$ cat src/rtl/uart_rx_pkg.sv
// Shared types and sizing helpers for the parametrised UART receive engine.
package uart_rx_pkg;

  typedef enum logic [2:0] {
    IDLE      = 3'd0,
    START_CHK = 3'd1,
    DATA      = 3'd2,
    PARITY    = 3'd3,
    STOP      = 3'd4,
    LOAD      = 3'd5
  } rx_state_t;

  // Bits needed to hold a counter running 0..terminal-1.
  function automatic int cnt_width(input int terminal);
    return (terminal <= 2) ? 1 : $clog2(terminal);
  endfunction

endpackage

$ cat src/rtl/uart_rx_fsm_param_timer.sv
// Mid-bit sampling timer: one-cycle strobe half a bit after clear, then once per bit.
module rx_bit_timer
  import uart_rx_pkg::*;
#(
  parameter int CLKS_PER_BIT = 16
) (
  input  logic clk,
  input  logic rst,
  input  logic clear,
  input  logic enable,
  output logic sample_strobe
);

  localparam int W = cnt_width(CLKS_PER_BIT);
  localparam logic [W-1:0] HALF_LAST = W'(CLKS_PER_BIT / 2 - 1);
  localparam logic [W-1:0] FULL_LAST = W'(CLKS_PER_BIT - 1);

  logic [W-1:0] count;
  logic         first_half;

  assign sample_strobe = enable && (count == (first_half ? HALF_LAST : FULL_LAST));

  // Counter restarts on every strobe, so each sample sits one full period after the last.
  always_ff @(posedge clk) begin
    if (rst) begin
      count      <= '0;
      first_half <= 1'b1;
    end else if (clear) begin
      count      <= '0;
      first_half <= 1'b1;
    end else if (sample_strobe) begin
      count      <= '0;
      first_half <= 1'b0;
    end else if (enable) begin
      count      <= count + W'(1);
    end
  end

endmodule

$ cat src/rtl/uart_rx_fsm_param.sv
// Parametrised UART receiver: start validation, mid-bit sampling, stop/parity check, output buffer.
// Optional parity checking is compiled in with `define UART_RX_PARITY_EN.
module uart_rx_fsm_param
  import uart_rx_pkg::*;
#(
  parameter int DATA_BITS    = 8,
  parameter int STOP_BITS    = 1,
  parameter int CLKS_PER_BIT = 16,
  parameter int PARITY_ODD   = 0
) (
  input  logic                 clk,
  input  logic                 rst,
  input  logic                 serial_in,
  input  logic                 data_read,
  output logic [DATA_BITS-1:0] rx_data,
  output logic                 data_ready,
  output logic                 overrun_error,
  output logic                 framing_error,
  output logic                 parity_error,
  output logic                 busy
);

  localparam int BW = cnt_width(DATA_BITS);
  localparam logic [BW-1:0] DATA_LAST = BW'(DATA_BITS - 1);
  localparam logic [BW-1:0] STOP_LAST = BW'(STOP_BITS - 1);

  rx_state_t             state, state_next;
  logic                  prev_serial;
  logic [BW-1:0]         bit_cnt;
  logic [DATA_BITS-1:0]  shift;
  logic                  stop_bad;
  logic                  commit;
  logic                  frame_good;
  logic                  strobe;
  logic                  start_edge;
  logic                  timer_en;
`ifdef UART_RX_PARITY_EN
  localparam logic PAR_ODD = 1'(PARITY_ODD);
  logic                  parity_bad;
  assign frame_good = commit && !stop_bad && !parity_bad;
`else
  assign frame_good = commit && !stop_bad;
`endif

  // Only a genuine 1->0 transition starts a frame; a line held low never does.
  assign start_edge = (state == IDLE) && !serial_in && prev_serial;
  assign timer_en   = (state == START_CHK) || (state == DATA) ||
                      (state == PARITY)    || (state == STOP);

  rx_bit_timer #(.CLKS_PER_BIT(CLKS_PER_BIT)) u_timer (
    .clk           (clk),
    .rst           (rst),
    .clear         (start_edge),
    .enable        (timer_en),
    .sample_strobe (strobe)
  );

  // State register.
  always_ff @(posedge clk) begin
    if (rst) state <= IDLE;
    else     state <= state_next;
  end

  // Next-state logic; every sampling decision waits on the timer strobe.
  always_comb begin
    state_next = state;
    case (state)
      IDLE:      if (start_edge) state_next = START_CHK;
      START_CHK: if (strobe) state_next = serial_in ? IDLE : DATA;
      DATA: begin
        if (strobe && (bit_cnt == DATA_LAST)) begin
`ifdef UART_RX_PARITY_EN
          state_next = PARITY;
`else
          state_next = STOP;
`endif
        end
      end
      PARITY:    if (strobe) state_next = STOP;
      STOP:      if (strobe && (bit_cnt == STOP_LAST)) state_next = LOAD;
      LOAD:      state_next = IDLE;
      default:   state_next = IDLE;
    endcase
  end

  // Frame datapath: line history, bit counting, shifting and per-frame error flags.
  always_ff @(posedge clk) begin
    if (rst) begin
      prev_serial <= 1'b1;
      bit_cnt     <= '0;
      shift       <= '0;
      stop_bad    <= 1'b0;
      commit      <= 1'b0;
`ifdef UART_RX_PARITY_EN
      parity_bad  <= 1'b0;
`endif
    end else begin
      prev_serial <= serial_in;
      commit      <= (state == LOAD);
      if (start_edge) begin
        bit_cnt    <= '0;
        stop_bad   <= 1'b0;
`ifdef UART_RX_PARITY_EN
        parity_bad <= 1'b0;
`endif
      end else if (strobe) begin
        case (state)
          DATA: begin
            shift   <= {serial_in, shift[DATA_BITS-1:1]};
            bit_cnt <= (bit_cnt == DATA_LAST) ? '0 : bit_cnt + BW'(1);
          end
`ifdef UART_RX_PARITY_EN
          PARITY: parity_bad <= (serial_in != (^shift ^ PAR_ODD));
`endif
          STOP: begin
            if (!serial_in) stop_bad <= 1'b1;
            bit_cnt <= (bit_cnt == STOP_LAST) ? '0 : bit_cnt + BW'(1);
          end
          default: ;
        endcase
      end
    end
  end

  // Output buffer; results appear the edge after LOAD, and a load beats a same-cycle read.
  always_ff @(posedge clk) begin
    if (rst) begin
      rx_data       <= '0;
      data_ready    <= 1'b0;
      overrun_error <= 1'b0;
      framing_error <= 1'b0;
      parity_error  <= 1'b0;
      busy          <= 1'b0;
    end else begin
      busy <= (state_next != IDLE);
      if (frame_good) begin
        rx_data    <= shift;
        data_ready <= 1'b1;
      end else if (data_read) begin
        data_ready <= 1'b0;
      end
      if (frame_good && data_ready && !data_read) overrun_error <= 1'b1;
      if (commit) begin
        framing_error <= stop_bad;
`ifdef UART_RX_PARITY_EN
        parity_error  <= !stop_bad && parity_bad;
`else
        parity_error  <= 1'b0;
`endif
      end
    end
  end

endmodule

$ cat config.mk
export PLATFORM = sky130hd
export DESIGN_NAME = uart_rx_fsm_param
export DESIGN_NICKNAME = d
export VERILOG_FILES = /design/src/rtl/uart_rx_pkg.sv /design/src/rtl/uart_rx_fsm_param_timer.sv /design/src/rtl/uart_rx_fsm_param.sv
export SDC_FILE = /design/constraint.sdc
export NUM_CORES = 1
export LEC_CHECK = 0
export ABC_AREA = 1
export CORE_MARGIN = 8
export CORE_UTILIZATION = 54
export CTS_CLUSTER_DIAMETER = 60
export DETAILED_ROUTE_END_ITERATION = 10
export PLACE_DENSITY = 0.77
export SKIP_LAST_GASP = 1
export SLEW_MARGIN = 20
export SYNTH_ARGS = -nofsm -noshare
export SYNTH_HDL_FRONTEND = slang
export SYNTH_SLANG_ARGS = --single-unit
$ cat constraint.sdc
create_clock -name clk -period 1.6 [get_ports clk]
set_input_delay 0.24 -clock clk [delete_from_list [all_inputs] [get_ports clk]]
set_output_delay 0.24 -clock clk [all_outputs]
set_load 0.02 [all_outputs]
# == Word-level counts from Yosys, hierarchy flattened ==
# Index checks and enable logic that the tools add are counted.
# W data, S select, Z words.
# totals
latch_bits,0
ram_bits,0
mem_count,0
regBits,34
rom_bits,0
# op_classes
shift,0
n_mux,13
bitwise,2
n_lt_le_gt_ge,0
n_addsub,2
n_mul,0
reduce_logical,24
n_eq_ne,7
div_mod_pow,0
# ops
op,n
$mux W3,7
$pmux W3 S5,1
$eq A3 B3 Y1 const B,3
$logic_and A1 B1 Y1,8
$eq A3 B2 Y1 const B,2
$logic_not A3 Y1,2
$pmux W3 S2,1
$reduce_and A3 Y1,2
$add A4 B1 Y4 const B,1
$eq A4 B4 Y1,1
$mux W4,1
$reduce_bool A2 Y1,2
$add A3 B1 Y3 const B,1
$eq A3 B1 Y1 const B,1
$logic_not A1 Y1,3
$logic_or A1 B1 Y1,3
$reduce_bool A3 Y1,1
$reduce_or A3 Y1,1
$mux W1,2
$mux W2,1
$not A1 Y1,2
$reduce_and A2 Y1,1
$reduce_or A2 Y1,1

# == Logic depth before layout (Yosys ltp) ==
# depth
ltp_word,9
depth_mapped,12
mapped_depth_nobuf,12

# == By module ==
# Synthesis repeated with hierarchy kept, for this count alone.
# hier_totals
cells_unflattened,198
area_unflattened_um2,1481.4
# modules_own_cells
mod,seq_area_each_um2,instances,cells_per_inst,area_per_inst_um2
uart_rx_fsm_param,580.6,1,163,1239.9
rx_bit_timer,100.1,1,35,241.5

# == Worst setup path before layout ==
# OpenSTA, ideal clock, no wires.
# synth_path
path_kind,reg2reg
startpoint,register u_timer.count[0]
endpoint,register busy
slack_ns,0.259
synth_period_minus_slack_ns,1.341
path_stages_with_launch,13
arrival_time_ns,1.229
required_ns,1.488
path_buffers,0
path_cell_list,dfxtp_1 -> ha_1 -> nand2_2 -> clkinv_1 -> nand2_1 -> nor2_8 -> nand3_2 -> nand2_1 -> inv_1 -> nor2_2 -> nand2_1 -> nand2_1 -> nand2_1
# synth_via
elab_chain_len,6
# synth_rtl
item,line,source
start: declaration,uart_rx_fsm_param_timer.sv:18,logic [W-1:0] count;
start signal: assignment,uart_rx_fsm_param_timer.sv:35,count <= count + W'(1);
$eq A4 B4 Y1 *,uart_rx_fsm_param_timer.sv:21,assign sample_strobe = enable && (count == (first_half ? HALF_LAST : FULL_LAST));
$logic_and A1 B1 Y1 *,uart_rx_fsm_param_timer.sv:21,
$logic_and A1 B1 Y1 (on tied branches),"uart_rx_fsm_param.sv:80, uart_rx_fsm_param.sv:71",
$mux W3 (on tied branches),"uart_rx_fsm_param.sv:80, uart_rx_fsm_param.sv:71",
$pmux W3 S5 *,uart_rx_fsm_param.sv:67,case (state)
$reduce_bool A3 Y1 *,uart_rx_fsm_param.sv:135,busy <= (state_next != IDLE);
end signal: assignment,uart_rx_fsm_param.sv:135,
end: declaration,uart_rx_fsm_param.sv:20,output logic busy
# Mark *: on every way between the ends. The rest lies on a longest branch, timed or not.
# A chain may end at the register's enable or synchronous reset.

# == Worst setup path after layout ==
# layout_path
startpoint,register data_ready
endpoint,output data_ready
# layout_rtl
item,line,source
start: declaration,uart_rx_fsm_param.sv:16,"output logic data_ready,"
start signal: assignment,uart_rx_fsm_param.sv:129,data_ready <= 1'b0;
start signal: assignment,uart_rx_fsm_param.sv:138,data_ready <= 1'b1;
start signal: assignment,uart_rx_fsm_param.sv:140,data_ready <= 1'b0;
# No word-level cell between the ends.

==> impl_metrics.tcl <==
set metrics [dict create \
    htreeDepth 2 \
    cp_max_fo 3 \
    die_w_um 68.05 \
    die-area_um2 4630 \
    power_leakage_uw 0.0007174 \
    power_density_nw_per_um2 830.1 \
    tns_ns 0 \
    root_buffer "clkbuf_4" \
    finalPower_uw 1419 \
    arrival_ns 1.30 \
    ir_worst_vdd_uv 748.6 \
    seq_area_frac_synth 0.4654 \
    routed_wl_um 2651 \
    vias_per_cell 4.925 \
    synth_nets 196 \
    end_kind "primary output" \
    hp-class "flip-flop to flip-flop" \
    hp-start "u_timer.count[0]$_SDFFE_PP0P_" \
    initial_core_util 0.5493 \
    grt_pass1_wl_um 4643 \
    antenna_found_initial 0 \
    min_to "u_timer.count[0]$_SDFFE_PP0P_" \
    slowest_stage "clkdlybuf4s50_1" \
    reg2reg_to "busy$_SDFF_PP0_" \
    avgSynthCellArea_um2 7.780 \
    r2r_start "u_timer.count[1]$_SDFFE_PP0P_" \
    overflow 0 \
    synth-seq-cells 34 \
    worstSetupPathType "flip-flop to primary output" \
    finalHoldViolCount 0 \
    whs_path_depth 2 \
    drive_above_1_share 0.1381 \
    ff2ff_setup_slack_ns 0.13 \
    drv_slew 0 \
    diodes 0 \
    synth_cell_type_count 29 \
    worst_clock_skew_ns 0.007976 \
    start_kind "flip-flop" \
    regArea_um2 683.2 \
    cp_slowest_stage_delay_ns 0.61 \
    clock.fmax_ghz 0.6492 \
    drt_pass1_iterations 4 \
    cts.sinks 34 \
    fin_nets 217 \
    finalCriticalPeriod_ns 1.540 \
    vias 1187 \
    first_global_vias 1105 \
    cp_cell_sequence "clkdlybuf4s50_1" \
    area_growth_pct 16.85 \
    multiInputGateArea_um2 683.2 \
    drc 0 \
    finalCritPeriodShare 0.9628 \
    cts_tree "yes" \
    grt_usage 0.1291 \
    clk_pin_slew_ns 0.10 \
    status "completed" \
    layoutNonFillerInstCount 241 \
    cts_made_buffers 5 \
    core_um2 2663 \
    io_pins 17 \
    cts.path.max_buffers 2 \
    fill_cells 257 \
    hpwlAfterDp_um 1991 \
    drv_cap 0 \
    path_buf_inv 1 \
    placementRows 19 \
    gp_congestion 0.8871 \
    synth.yosys.warnings 0 \
    rsz0062_at_grt "false" \
    setup_viol 0 \
    worstSkewPairLatency_ns 0.32 \
    grt_max_degree 20 \
    syn_inst 188 \
    wl_per_cell_um 11.00 \
    required_ns 1.36 \
    holdWs_ns 0.4842 \
    ant_nets 0 \
    dp_cells 233 \
    final_core_util 0.6419 \
    drtIter0Drc 70 \
    numPortBuffers 15 \
    path_delay_family "buffers and inverters" \
    ctsHoldBuffers 0 \
    r2r_cells 12 \
    synth_area_um2 1463 \
    chipHeight_um 68.05 \
]
-- state kept, by name, summed over array words and instances, names as in the netlist, 3 cells and up --
signal / cells
state: 3
shift: 8
rx_data: 8
bit_cnt: 3
u_timer.count: 4
-- cells in the mapped netlist --
| cell | number | share of area |
|---|---|---|
| nand3_1 | 4 | 0.014 |
| clkinv_1 | 2 | 0.0051 |
| and3_1 | 2 | 0.0086 |
| a211oi_2 | 1 | 0.0086 |
| a21oi_2 | 1 | 0.0060 |
| nor2_8 | 1 | 0.014 |
| nor3_1 | 3 | 0.010 |
| nand2_1 | 27 | 0.069 |
| nand4_1 | 1 | 0.0043 |
| nand3_2 | 2 | 0.014 |
| nor2_2 | 2 | 0.0086 |
| nand2_4 | 2 | 0.015 |
| conb_1 | 1 | 0.0026 |
| o21ai_0 | 16 | 0.055 |
| inv_2 | 1 | 0.0026 |
| buf_6 | 1 | 0.0077 |
| clkbuf_1 | 1 | 0.0026 |
| inv_1 | 18 | 0.046 |
| dfxtp_1 | 34 | 0.47 |
| o21ai_1 | 3 | 0.010 |
| a21oi_1 | 9 | 0.031 |
| buf_4 | 1 | 0.0051 |
| ha_1 | 4 | 0.034 |
| nand3b_1 | 1 | 0.0051 |
| nor4_1 | 1 | 0.0043 |
| nor2_4 | 3 | 0.023 |
| nor2_1 | 40 | 0.10 |
| a31oi_1 | 2 | 0.0086 |
| nand2_2 | 4 | 0.017 |
-- cell type report --
cell class	count	share of cell area
repair buffers	17	0.09663
clock inverters	1	0.002928
multi-input cells	130	0.3997
flip-flops and latches	34	0.3997
inverters	21	0.04612
clock buffers	7	0.03221
well taps	31	0.02269
-- power by group --
group | total [uW] | internal [uW] | switching (uW)
Clock | 478 | 213 | 265
Sequential | 860 | 854 | 6.01
Combinational | 80.7 | 29.8 | 51.0
-- cell usage in the layout, fill, tap and decap left out, types with 2 or more instances in the layout --
cell,Yosys,routed
dfxtp_1,34,32
dfxtp_2,0,2
o21ai_0,16,16
nand3_1,4,4
buf_4,1,2
inv_1,18,18
ha_1,4,3
clkdlybuf4s50_1,0,15
clkbuf_4,0,5
nand2_2,4,4
nor2_2,2,2
nand2_4,2,2
a21oi_1,9,9
nor2_1,40,40
clkinv_1,2,2
nor2_4,3,3
a31oi_1,2,2
nand2_1,27,27
and3_1,2,2
o21ai_1,3,3
nand3_2,2,2
nor3_1,3,3
-- metrics by stage --
step | cell area [um^2] | worst slack [ns]
6_report | 1709 | 0.05959
5_1_grt | 1709 | 0.005925
4_1_cts | 1704 | 0.03899
3_5_place_dp | 1644 | 0.02077
3_3_place_gp | 1644 | 0.1015
2_1_floorplan | 1463 | 0.2590
-- metal layers --
metal | global-route usage | vias up | share of wire
met4 | 0.06394 | 0 | 0.015
met1 | 0.1424 | 521 | 0.45
met2 | 0.2204 | 21 | 0.47
li1 | - | 641 | -
met5 | 0 | - | 0
met3 | 0.03928 | 4 | 0.066
-- how the worst max path moves through the flow --
| stage | slack, ns | from | depth (start not counted) | to |
|---|---|---|---|---|
| 6_report | 0.06 | data_ready$_SDFFE_PP0P_ | 1 | data_ready |
| 3_3_place_gp | 0.10 | serial_in | 7 | bit_cnt[1]$_SDFFE_PP0P_ |
| 4_1_cts | 0.04 | data_ready$_SDFFE_PP0P_ | 1 | data_ready |
| 5_1_grt | 0.006 | rx_data[3]$_SDFFE_PP0P_ | 1 | rx_data[3] |
| 2_1_floorplan | 0.26 | u_timer.count[0]$_SDFFE_PP0P_ | 12 | busy$_SDFF_PP0_ |
| 3_5_place_dp | 0.02 | serial_in | 7 | bit_cnt[1]$_SDFFE_PP0P_ |
-- tightest hold or removal path, stage by stage, from the launching register on --
cell and delay [ns]:
dfxtp_2 0.34, nand2_1 0.06, a21oi_1 0.05
-- kinds of logic after synthesis --
| group | count (synthesis) | share of synthesized area |
|---|---|---|
| AO/OA/AOI/OAI | 32 | 0.1189 |
| adder cells (fa/ha/maj) | 4 | 0.03422 |
| buffers and inverters | 24 | 0.06929 |
| flip-flops | 34 | 0.4654 |
| other | 1 | 0.002564 |
| AND/OR/NAND/NOR | 93 | 0.3097 |
-- timing repair --
item,CTS,global route
gates resized for setup,0,3
setup buffers,0,0
setup endpoints to repair,0,1
(Power assumes the default switching activity.)
